==> src/rtl/gf64_inv_power_seq_if.sv <==
// Valid/ready operand and result channels for the GF(2^6) x^EXP unit.
// The master drives operands and accepts results; the slave is the unit.
interface gf64_inv_power_seq_if;
  logic       in_valid;
  logic       in_ready;
  logic [5:0] in_data;
  logic       out_valid;
  logic       out_ready;
  logic [5:0] out_data;

  modport master (
    output in_valid,
    output in_data,
    output out_ready,
    input  in_ready,
    input  out_valid,
    input  out_data
  );

  modport slave (
    input  in_valid,
    input  in_data,
    input  out_ready,
    output in_ready,
    output out_valid,
    output out_data
  );
endinterface

==> src/rtl/gf64_inv_power_seq.sv <==
// Sequential GF(2^6) y = x^EXP (inverse of the power-34 S-box by default).
// Left-to-right square-and-multiply over one shared multiplier.
module gf64_inv_power_seq #(
  parameter logic [6:0] POLY = 7'b1000011,
  parameter logic [5:0] EXP  = 6'd13
) (
  input  logic clk,
  input  logic rst,
  gf64_inv_power_seq_if.slave bus,
  output logic busy
);

  typedef enum logic [1:0] {
    IDLE,
    SQR,
    MUL,
    DONE
  } state_t;

  state_t     state_q, state_d;
  logic [5:0] acc_q, acc_d;
  logic [5:0] xr_q, xr_d;
  logic [2:0] idx_q, idx_d;
  logic [5:0] mul_b;
  logic [5:0] prod;

  function automatic logic [5:0] gf_mul(
    input logic [5:0] a,
    input logic [5:0] b
  );
    logic [10:0] p;
    p = '0;
    for (int i = 0; i < 6; i++) begin
      if (b[i]) p = p ^ ({5'b0, a} << i);
    end
    // Fold top bits down; POLY[6] clears the folded bit.
    if (p[10]) p = p ^ {POLY, 4'b0};
    if (p[9])  p = p ^ {1'b0, POLY, 3'b0};
    if (p[8])  p = p ^ {2'b0, POLY, 2'b0};
    if (p[7])  p = p ^ {3'b0, POLY, 1'b0};
    if (p[6])  p = p ^ {4'b0, POLY};
    return p[5:0];
  endfunction

  assign mul_b = (state_q == MUL) ? xr_q : acc_q;
  assign prod  = gf_mul(acc_q, mul_b);
  assign busy  = (state_q != IDLE);

  always_ff @(posedge clk or posedge rst) begin
    if (rst) begin
      state_q <= IDLE;
      acc_q   <= '0;
      xr_q    <= '0;
      idx_q   <= 3'd5;
    end else begin
      state_q <= state_d;
      acc_q   <= acc_d;
      xr_q    <= xr_d;
      idx_q   <= idx_d;
    end
  end

  always_comb begin
    state_d       = state_q;
    acc_d         = acc_q;
    xr_d          = xr_q;
    idx_d         = idx_q;
    bus.in_ready  = 1'b0;
    bus.out_valid = 1'b0;
    bus.out_data  = '0;
    unique case (state_q)
      IDLE: begin
        bus.in_ready = 1'b1;
        if (bus.in_valid) begin
          xr_d    = bus.in_data;
          acc_d   = 6'h01;
          idx_d   = 3'd5;
          state_d = SQR;
        end
      end
      SQR: begin
        acc_d = prod;
        if (EXP[idx_q]) begin
          state_d = MUL;
        end else if (idx_q == 3'd0) begin
          state_d = DONE;
        end else begin
          idx_d = idx_q - 3'd1;
        end
      end
      MUL: begin
        acc_d = prod;
        if (idx_q == 3'd0) begin
          state_d = DONE;
        end else begin
          idx_d   = idx_q - 3'd1;
          state_d = SQR;
        end
      end
      DONE: begin
        bus.out_valid = 1'b1;
        bus.out_data  = acc_q;
        if (bus.out_ready) state_d = IDLE;
      end
    endcase
  end

endmodule

==> src/flat_wrapper.sv <==
// flat-port wrapper written by rule: the top's interface ports become plain ports
module gf64_inv_power_seq_flat 
#(
  parameter logic [6:0] POLY = 7'b1000011,
  parameter logic [5:0] EXP  = 6'd13
)
  (clk, rst, busy, bus_in_valid, bus_in_data, bus_out_ready, bus_in_ready, bus_out_valid, bus_out_data);
  gf64_inv_power_seq_if bus_i ();
  input  logic clk;
  input  logic rst;
  output logic busy;
  input wire logic [$bits(bus_i.in_valid)-1:0] bus_in_valid;
  input wire logic [$bits(bus_i.in_data)-1:0] bus_in_data;
  input wire logic [$bits(bus_i.out_ready)-1:0] bus_out_ready;
  output wire logic [$bits(bus_i.in_ready)-1:0] bus_in_ready;
  output wire logic [$bits(bus_i.out_valid)-1:0] bus_out_valid;
  output wire logic [$bits(bus_i.out_data)-1:0] bus_out_data;
  assign bus_i.in_valid = bus_in_valid;
  assign bus_i.in_data = bus_in_data;
  assign bus_i.out_ready = bus_out_ready;
  assign bus_in_ready = bus_i.in_ready;
  assign bus_out_valid = bus_i.out_valid;
  assign bus_out_data = bus_i.out_data;
  gf64_inv_power_seq #(.POLY(POLY), .EXP(EXP)) u_core (.clk(clk), .rst(rst), .bus(bus_i), .busy(busy));
endmodule
==> config.mk <==
export PLATFORM = sky130hd
export DESIGN_NAME = gf64_inv_power_seq_flat
export DESIGN_NICKNAME = d
export VERILOG_FILES = /design/src/rtl/gf64_inv_power_seq_if.sv /design/src/rtl/gf64_inv_power_seq.sv /design/src/flat_wrapper.sv
export SDC_FILE = /design/constraint.sdc
export NUM_CORES = 1
export LEC_CHECK = 0
export ABC_AREA = 1
export CORE_ASPECT_RATIO = 0.8
export CORE_MARGIN = 4
export CORE_UTILIZATION = 50
export CTS_BUF_LIST = sky130_fd_sc_hd__clkbuf_8 sky130_fd_sc_hd__clkbuf_16
export DETAILED_ROUTE_END_ITERATION = 10
export HOLD_SLACK_MARGIN = 0.06
export PLACE_DENSITY = 0.72
export REMOVE_ABC_BUFFERS = 1
export SYNTH_ARGS = -nofsm -noshare
export SYNTH_HDL_FRONTEND = slang
export SYNTH_SLANG_ARGS = --single-unit
==> constraint.sdc <==
create_clock -name clk -period 2.5 [get_ports clk]
set_clock_uncertainty 0.05 [all_clocks]
set_input_delay 0.5 -clock clk [delete_from_list [all_inputs] [get_ports clk]]
set_output_delay 0.5 -clock clk [all_outputs]
set_load 0.01 [all_outputs]
== Yosys cells after proc, flatten, opt, wreduce, memory -nomap -nowiden ==
Memory sizes are Yosys's and may differ from the RTL's.
Cells that the tools add are included.

* Mux-type cells: 28
* Add/sub/neg operators: 1
* Bitwise gates (word level): 10
* $lt $le $gt $ge: 1
* Reduce and logical (&&, ||, !) cells: 10
* Eq/ne operators: 7

{| class="wikitable"
|+ Operators by type and width
! operator !! count
|-
| $mux 11 || 5
|-
| $mux 6 || 5
|-
| $mux 2 || 6
|-
| $mux 3 || 4
|-
| $pmux 6 s2 || 1
|-
| $xor 11x10->11 || 1
|-
| $xor 11x11->11 || 1
|-
| $xor 11x7->11 || 1
|-
| $xor 11x8->11 || 1
|-
| $xor 11x9->11 || 1
|-
| $not 2->2 || 5
|-
| $pmux 3 s3 || 1
|-
| $pmux 2 s4 || 1
|-
| $ne 2x2->1 const B || 3
|-
| $reduce_and 3->1 || 2
|-
| $mux 5 || 1
|-
| $eq 2x2->1 const B || 2
|-
| $lt 3x4->1 const B || 1
|-
| $mux 4 || 1
|-
| $reduce_and 2->1 || 2
|-
| $reduce_bool 2->1 || 2
|-
| $logic_not 3->1 || 1
|-
| $mux 1 || 3
|-
| $ne 3x1->1 const B || 1
|-
| 5 further kinds || 5
|}

* Register bits: 17
* Output and inout port bits: 9
* Memories: 1
* Logic and storage cells: 62
* ROM bits: 8
* Input bits: 10

{| class="wikitable"
|+ Memories
! memory !! depth !! bits a word !! read ports !! clocked after Yosys merged registers in !! write ports !! line !! source
|-
| (name not given) || 8 || 1 || 1 || 0 || 0 || gf64_inv_power_seq.sv:83 || <nowiki>if (EXP[idx_q]) begin</nowiki>
|}

== Logic depth before layout (Yosys ltp) ==
Gate-level depths: netlist (run 1).

* Depth in word-level cells: 24
* Depth in mapped cells: 16
* Depth with buffers taken out: 15

== Worst setup path after synthesis (run 1) ==
Ideal clock, no wire load.

* Path type: reg2reg
* Start: reg u_core.state_q[0]
* End: reg u_core.acc_q[4]
* Buffers on the path: 1
* Library setup time: 0.117 ns
* Clock period less this slack: 1.869 ns
* Data required time: 2.333 ns
* Data arrival time: 1.702 ns
* Setup slack: 0.631 ns
* Stages on the path, launching flop included: 14
* Path through: dfrtp_1 inv_1 ha_1 buf_6 nand2_1 nand2_2 o21ai_0 nand2_1 nand2_1 nand2_1 nand2_1 nand2_1 nand2_1 nand2_1

* Longest elaborated chain between the ends: 18
* Elaborated cells between the ends (all ways): 24
* Classes of those cells: eq/ne: 3; mux: 10; bitwise: 7; reduce/logical: 4

{| class="wikitable"
|+ Ends and longest elaborated chain
! what !! line !! source
|-
| start: declaration || gf64_inv_power_seq.sv:20 || <nowiki>state_t state_q, state_d;</nowiki>
|-
| start signal: assignment || gf64_inv_power_seq.sv:56 || <nowiki>state_q <= state_d;</nowiki>
|-
| $eq 2x2->1 || gf64_inv_power_seq.sv:45, gf64_inv_power_seq.sv:71 ||
|-
| $mux 6 || gf64_inv_power_seq.sv:45 || <nowiki>assign mul_b = (state_q == MUL) ? xr_q : acc_q;</nowiki>
|-
| $mux 6 || gf64_inv_power_seq.sv:34 || <nowiki>if (b[i]) p = p ^ ({5'b0, a} << i);</nowiki>
|-
| $xor 11x7->11 || gf64_inv_power_seq.sv:34 ||
|-
| $mux 11 || gf64_inv_power_seq.sv:34 ||
|-
| $xor 11x8->11 || gf64_inv_power_seq.sv:34 ||
|-
| $mux 11 || gf64_inv_power_seq.sv:34 ||
|-
| $xor 11x9->11 || gf64_inv_power_seq.sv:34 ||
|-
| (+2 left out) || -- ||
|-
| $mux 11 || gf64_inv_power_seq.sv:34 ||
|-
| $xor 11x11->11 || gf64_inv_power_seq.sv:34 ||
|-
| $mux 11 || gf64_inv_power_seq.sv:34 ||
|-
| $not 2->2 (no line) || -- ||
|-
| $mux 6 || gf64_inv_power_seq.sv:37 || <nowiki>if (p[10]) p = p ^ {POLY, 4'b0};</nowiki>
|-
| $not 2->2 (no line) || -- ||
|-
| $mux 5 || gf64_inv_power_seq.sv:38 || <nowiki>if (p[9]) p = p ^ {1'b0, POLY, 3'b0};</nowiki>
|-
| $pmux 6 s2 || gf64_inv_power_seq.sv:71 || <nowiki>unique case (state_q)</nowiki>
|-
| end signal: assignment || gf64_inv_power_seq.sv:52 || <nowiki>acc_q <= '0;</nowiki>
|-
| end signal: assignment || gf64_inv_power_seq.sv:57 || <nowiki>acc_q <= acc_d;</nowiki>
|-
| end: declaration || gf64_inv_power_seq.sv:21 || <nowiki>logic [5:0] acc_q, acc_d;</nowiki>
|}

Parallel ways exist; a longest one is shown, timed or not.
A chain may end at the register's enable or synchronous reset.

== Worst setup path in the final report (run 1) ==
* Start: reg u_core.state_q[1]
* End: out bus_out_data[4]

* Longest elaborated chain between the ends: 2

{| class="wikitable"
|+ Ends and longest elaborated chain
! what !! line !! source
|-
| $eq 2x2->1 || gf64_inv_power_seq.sv:71 ||
|-
| $mux 6 || gf64_inv_power_seq.sv:71 ||
|-
| end: declaration || flat_wrapper.sv:17 || <nowiki>output wire logic [$bits(bus_i.out_data)-1:0] bus_out_data;</nowiki>
|}

Every way passes these cells.

==> results of run 1 <==
## tightest hold or removal path: stages, from the launching register on
cell and delay [ps]:
dfrtp_1 320, inv_1 50, a21oi_1 110
## area by class of cell
class | instances | area [µm²] | area share (%)
Tap cell | 42 | 52.55 | 2.586
Multi-Input combinational cell | 230 | 1120 | 55.11
Clock buffer | 3 | 41.29 | 2.032
Inverter | 53 | 198.9 | 9.791
Timing Repair Buffer | 19 | 187.7 | 9.236
Clock inverter | 1 | 3.754 | 0.1847
Sequential cell | 17 | 427.9 | 21.06
## repair_timing
action,in CTS,in global routing
endpoints found under the setup margin,0,5
gates resized for setup,0,1
endpoints found under the hold margin,0,0
buffers inserted,0,0
## final timing paths
kind,from,to,slack (ps)
max in group asynchronous,rst,u_core.acc_q[0],1320
min in group asynchronous,rst,u_core.xr_q[5],610
setup / recovery,u_core.state_q[1],bus_out_data[4],240
setup reg to reg,u_core.state_q[0],u_core.acc_q[2],380
hold reg to reg,u_core.xr_q[4],u_core.xr_q[4],470
hold / removal,u_core.xr_q[4],u_core.xr_q[4],470
## cells in the final DEF (no fill, tap or decap), types with 6 or more instances in the layout
master	instances
xor2_1	7
clkdlybuf4s50_1	18
ha_1	6
o21ai_0	16
nand2_1	107
a21oi_1	9
inv_1	48
nand3_1	31
nor2_1	33
dfrtp_1	15
## metrics by stage
stage	setup slack [ps]	hold slack [ps]
after floorplan	497.4	374.6
after global placement	290.0	452.2
after detailed placement	267.4	458.5
after CTS	201.1	473.7
after global routing	82.33	510.4
final	236.0	468.5
## metal layers
metal,vias to the layer above,wire (µm),GRT usage [%],part of all wire (%)
met1,794,2165,30.68,52
met4,0,46,3.553,1.1
met3,6,225,3.752,5.4
li1,964,-,-,-
met2,46,1750,31.04,42
met5,-,0,0,0
## flip-flops by register name, summed over array words and instances, names as in the netlist
register        count
u_core.xr_q         6
u_core.idx_q        3
u_core.state_q      2
u_core.acc_q        6
## kinds of logic after synthesis
logic type                 Yosys count
DFF                                 17
buffers and inverters               56
and+or+nand+nor                    183
adders and majority gates            7
xor gates and xnor gates            13
AOI/OAI and AO/OA                   27
## power by group through the flow
stage | Combinational (mW) | Sequential, mW | Clock (mW)
floorplan | 1.88 | 0.524 | 0
global placement | 2.36 | 0.573 | 0
detailed placement | 2.39 | 0.567 | 0
CTS | 2.40 | 0.565 | 0.213
global route | 2.79 | 0.586 | 0.224
finish | 2.41 | 0.570 | 0.205
==> metrics.cfg, run 1 <==
[finish]
postLayoutCoreUtil_pct=59.36
n_fill_cell=360
finish.net_count=341
final_cell_count_no_fill=365
syn_to_final_growth_pct=15.01
insertedDiodeCount=0
drive_above_1_share_pct=7.121
final_cell_area_um2=2032

[placement]
placement_stage_cell_area_um2=1984
place.gp.congestion=0.9685
dpl.hpwl_um=3309
io_buffer_count=18
dp_cells=361

[detailed_routing]
initialDrtViolationCount=169
num_vias=1810
drt_pass1_iterations=4
route.antenna.remaining_nets=0
drc=0
routed_wire_length_per_instance_um=11.47
route.final.wire_length_um=4188
routed_via_density=4.959

[critical_path]
critPathTopFamily=buffers and inverters
critical_path_cell_count=4
cp_data_required_time_ps=1950
largest_fanout_of_any_net_on_the_critical_path=8
cells_traversed_along_the_worst_timing_path=ha_1, nand2_1, inv_1, clkdlybuf4s50_1
cp-end-kind=output pin
timing.critical_path.slowest_stage_cell=clkdlybuf4s50_1
crit_arrival_ps=1710
critPathKind=flip-flop to output pin
setup.worst_path.start_class=flip-flop
cp_num_buf_inv=2
worst_path_largest_cell_delay_ps=520
reg2regPathDepth=14

[yosys]
number_of_synthesized_flops_with_an_enable_pin=0
post_synth_most_frequent_cells=nand2_1, inv_1, nor2_1, nand3_1, o21ai_0
postSynthAreaPerCell_um2=5.831
synth-compound-area-share_pct=7.932
synth.top_cells.by_area=nand2_1, dfrtp_1, inv_1
yosys-mux-area-fraction_pct=0
synth_top_family_by_area=simple AND/OR/NAND/NOR gates
yosysWarnings=0
syn-cell-area_um2=1767
synth_xor_area_share_pct=6.870
synthMostInstantiatedCell=nand2_1
synth-main-ff-cell=dfrtp_1
synth_async_sr_flop_share_pct=100.0
synthSimpleGateAreaFrac_pct=43.48
synth_area_leader_cell=nand2_1
synthDistinctLibCells=24
synth-seq-cells=17
netlist_instances=303
ys_seq_area_share_pct=24.22
synth_adder_area_share_pct=4.958
post-synth-top-area-fraction_pct=22.73

[timing]
period_share_pct=90.56
setup_repair_after_global_routing_missed_its_margin=no
final.min_clock_period_ps=2264
timing.max_slew.rel_slack_pct=44.84
totalNegativeSetupSlack_ps=0
hold_viol_final=0
timing.final.max_slew_violations=0
fmax_achieved_mhz=441.7
finalSetupViolations=0
tightest_slew_ps=818.8

[power_and_ir_drop]
sw_power_mw=1.764
power_frac_clock_pct=6.4
max-vdd-ir-drop_mv=0.8215
internal-power_mw=1.425
p_seq_share_pct=17.9
netSwitchingFraction_pct=55.31
cellLeakagePower_nw=1.171
power.share.combinational_pct=75.7
power_mw=3.189
power.density_cell_area_nw_per_um2=1569

[min_path]
hold_path_depth=2
timing.hold.worst.class=flip-flop to flip-flop

[flow_run]
timing.max_cap.violations=0

[clocking]
maximum_number_of_buffers_from_clock_root_to_sink=2
clkTransAtPathRegs_ps=70
clock_tree_root_buffer_cell=clkbuf_8
cts_buffers=3
cts.sink_count=17
tritoncts=done
cts.htree.levels=1
clock_latency_ps=250
holdBufCountCts=0

[outcome]
result_of_the_run=complete, no violations

[global_route]
grt_overflow=0
track_usage_pct=20.45
grt_pass1_vias=1581
antenna_found_initial=0
grt_max_degree=18
first_pass_grt_wire_length_um=7169

[die]
fp.dieH_um=61.17
core_um2=3423
core.rowCount=19
floorplan.die_area_um2=4554
die_x_um=74.46
io-pin-count=19
floorplan.initialDensity_pct=51.61

Note: power is estimated with default switching activity, not from simulation.
==> inputs of run 2 (changes only) <==
--- a/config.mk
+++ b/config.mk
@@ -5,14 +5,14 @@
 export SDC_FILE = /design/constraint.sdc
 export NUM_CORES = 1
 export LEC_CHECK = 0
-export ABC_AREA = 1
+export ABC_AREA = 0
 export CORE_ASPECT_RATIO = 0.8
 export CORE_MARGIN = 4
 export CORE_UTILIZATION = 50
 export CTS_BUF_LIST = sky130_fd_sc_hd__clkbuf_8 sky130_fd_sc_hd__clkbuf_16
 export DETAILED_ROUTE_END_ITERATION = 10
 export HOLD_SLACK_MARGIN = 0.06
-export PLACE_DENSITY = 0.72
+export PLACE_DENSITY = 0.73
 export REMOVE_ABC_BUFFERS = 1
 export SYNTH_ARGS = -nofsm -noshare
 export SYNTH_HDL_FRONTEND = slang
==> metrics.cfg, run 2 <==
[placement]
io_buffer_count=18  ; unchanged
placement_stage_cell_area_um2=1810  ; -8.8%
dpl.hpwl_um=2720  ; -18%
place.gp.congestion=0.9924  ; +2.5%
dp_cells=242  ; -33%

[clocking]
tritoncts=done
clock_latency_ps=260  ; about the same
cts.htree.levels=1  ; unchanged
clock_tree_root_buffer_cell=clkbuf_8
maximum_number_of_buffers_from_clock_root_to_sink=2  ; unchanged
clkTransAtPathRegs_ps=70  ; about the same
cts_buffers=3  ; unchanged
cts.sink_count=17  ; unchanged

[finish]
multi_input_comb_area_um2=1091  ; -2.6%
finish.net_count=224  ; -34%
insertedDiodeCount=0  ; unchanged
final_cell_count_no_fill=246  ; -33%
ff_latch_area_um2=429.2  ; +0.29%
leading_cell_type_in_the_layout_fill_and_taps_excluded=nand2_1
postLayoutCoreUtil_pct=60.30  ; +0.94 points
syn_to_final_growth_pct=15.45
largestRegisters=u_core.acc_q x6, u_core.xr_q x6, u_core.idx_q x3
final_cell_area_um2=1861  ; -8.4%
n_fill_cell=280  ; -22%
layout.cells.most_common_list=nand2_1, clkdlybuf4s50_1, dfrtp_1, xnor2_1, o21ai_0
drive_above_1_share_pct=13.11  ; +6.0 points

[timing]
totalNegativeSetupSlack_ps=0  ; unchanged
hold_viol_final=0  ; unchanged
setup_repair_after_global_routing_missed_its_margin=no
tightest_slew_ps=689.7  ; -129.1 ps
timing.final.max_slew_violations=0  ; unchanged
final.min_clock_period_ps=2314  ; +50.18 ps
period_share_pct=92.57  ; +2.0 points
fmax_achieved_mhz=432.1  ; -2.2%
finalSetupViolations=0  ; unchanged
timing.max_slew.rel_slack_pct=53.97  ; +9.1 points

[min_path]
timing.hold.worst.class=flip-flop to flip-flop

[critical_path]
setup.worst_path.start_class=flip-flop
critPathKind=flip-flop to flip-flop
cp-end-kind=flip-flop
largest_fanout_of_any_net_on_the_critical_path=8  ; unchanged
cp_data_required_time_ps=2630  ; +680 ps
crit_arrival_ps=2450  ; +740 ps

[yosys]
synth-seq-cells=17  ; unchanged
synthDistinctLibCells=42  ; +75%
synth-main-ff-cell=dfrtp_1
yosysWarnings=0  ; unchanged
synthMostInstantiatedCell=nand2_1
syn-cell-area_um2=1612  ; -8.8%
synth.top_cells.by_area=dfrtp_1, nand2_1, xnor2_1
synth_async_sr_flop_share_pct=100.0  ; unchanged
ys_seq_area_share_pct=26.55  ; +2.3 points
number_of_synthesized_flops_with_an_enable_pin=0  ; unchanged
postSynthAreaPerCell_um2=8.393  ; +44%
synth_area_leader_cell=dfrtp_1
netlist_instances=192  ; -37%
post_synth_most_frequent_cells=nand2_1, dfrtp_1, o21ai_0, xnor2_1, inv_1
post-synth-top-area-fraction_pct=23.29  ; +0.56 points

[global_route]
first_pass_grt_wire_length_um=5996  ; -16%
grt_overflow=0  ; unchanged
grt_pass1_vias=1273  ; -19%
gr-max-usage-layer=met2
gr-usage-met2_pct=29.97  ; -1.1 points
groute.layer.met3.usage_pct=3.925  ; +0.17 points
antenna_found_initial=0  ; unchanged
grt_max_degree=18  ; unchanged
track_usage_pct=18.21  ; -2.2 points
grtUsageMet1_pct=25.05  ; -5.6 points

[detailed_routing]
num_vias=1328  ; -27%
initialDrtViolationCount=123  ; -27%
drc=0  ; unchanged
routed_wire_length_per_instance_um=14.53  ; +27%
drt_pass1_iterations=4  ; unchanged
routed_via_density=5.398  ; +8.9%
route.final.wire_length_um=3575  ; -15%
route.antenna.remaining_nets=0  ; unchanged

[power_and_ir_drop]
power.density_cell_area_nw_per_um2=1505  ; -4.1%
max-vdd-ir-drop_mv=0.7290  ; -11%
cellLeakagePower_nw=0.8063  ; -31%

[die]
fp.dieH_um=58.78  ; -3.9%
io-pin-count=19  ; unchanged
floorplan.die_area_um2=4201  ; -7.8%
core.rowCount=18  ; -1
floorplan.initialDensity_pct=52.23  ; +0.62 points
die_x_um=71.48  ; -4.0%
core_um2=3085  ; -9.9%

[flow_run]
timing.max_cap.violations=0  ; unchanged

[outcome]
result_of_the_run=complete, no violations

[run 2: kinds of logic (layout without fill, tap and decap cells)]
| family | count (synthesis) | after routing | synth area share, % |
|---|---|---|---|
| simple gates | 72 | 72 | 20.34 |
| flops | 17 | 17 | 26.55 |
| xor+xnor | 28 | 28 | 20.57 |
| compound gates | 35 | 35 | 13.43 |
| fa+ha+maj | 7 | 7 | 5.435 |
| buf+inv | 22 | 36 | 5.901 |
| mux | 11 | 11 | 7.764 |
[run 2: final cells by class]
type	count	share of cell area (%)
Timing Repair Buffer	21	10.89
Clock buffer	3	2.219
Clock inverter	1	0.2690
Multi-Input combinational cell	153	58.64
Sequential cell	17	23.07
Tap cell	40	2.690
Inverter	11	2.219
[run 2: through the flow]
| step | setup WS (ps) | total power [mW] | hold slack, ps |
|---|---|---|---|
| 6_report | 185.8 | 2.801 | 471.9 |
| 3_3_place_gp | 172.8 | 2.517 | 455.5 |
| 2_1_floorplan | 16.41 | 2.091 | 374.6 |
| 3_5_place_dp | 99.99 | 2.577 | 462.7 |
| 5_1_grt | 0.8333 | 3.045 | 495.5 |
| 4_1_cts | 83.38 | 2.800 | 472.8 |
[run 2: routing by layer]
layer / share of wire (%) / vias up
met5: 0 / -
met4: 0.39 / 0
met3: 6.1 / 2
met2: 47 / 35
met1: 47 / 633
li1: - / 658
[run 2: worst paths after layout]
kind | start | endpoint | slack (ps) | depth (start not counted)
worst max register to register | u_core.state_q[0] | u_core.acc_q[2] | 190 | 9
worst min register to register | u_core.idx_q[2] | u_core.idx_q[2] | 470 | 2
worst min-delay path | u_core.idx_q[2] | u_core.idx_q[2] | 470 | 2
min in group asynchronous | rst | u_core.acc_q[2] | 600 | 2
worst max-delay path | u_core.state_q[0] | u_core.acc_q[2] | 190 | 9
max in group asynchronous | rst | u_core.state_q[0] | 1320 | 2
[run 2: what timing repair did]
| action | 4_1_cts | 5_1_grt |
|---|---|---|
| setup buffers | 0 | 0 |
| hold buffers | 0 | 0 |
| endpoints found under the hold margin | 0 | 0 |
| resized for setup | 0 | 2 |
| endpoints found under the setup margin | 0 | 2 |
[run 2: power by group]
group	internal (mW)	switching (mW)	leakage, nW
Sequential	0.425	0.316	0.202
Combinational	1.00	0.847	0.578
Clock	0.111	0.0989	0.0255
[run 2: worst max-delay path, stage by stage (launching register included)]
cell	delay, ps
dfrtp_2	450
inv_1	90
ha_2	230
buf_4	160
and2_4	170
o32ai_1	80
nor3_1	180
xor2_1	260
xnor3_1	450
o21ai_1	130
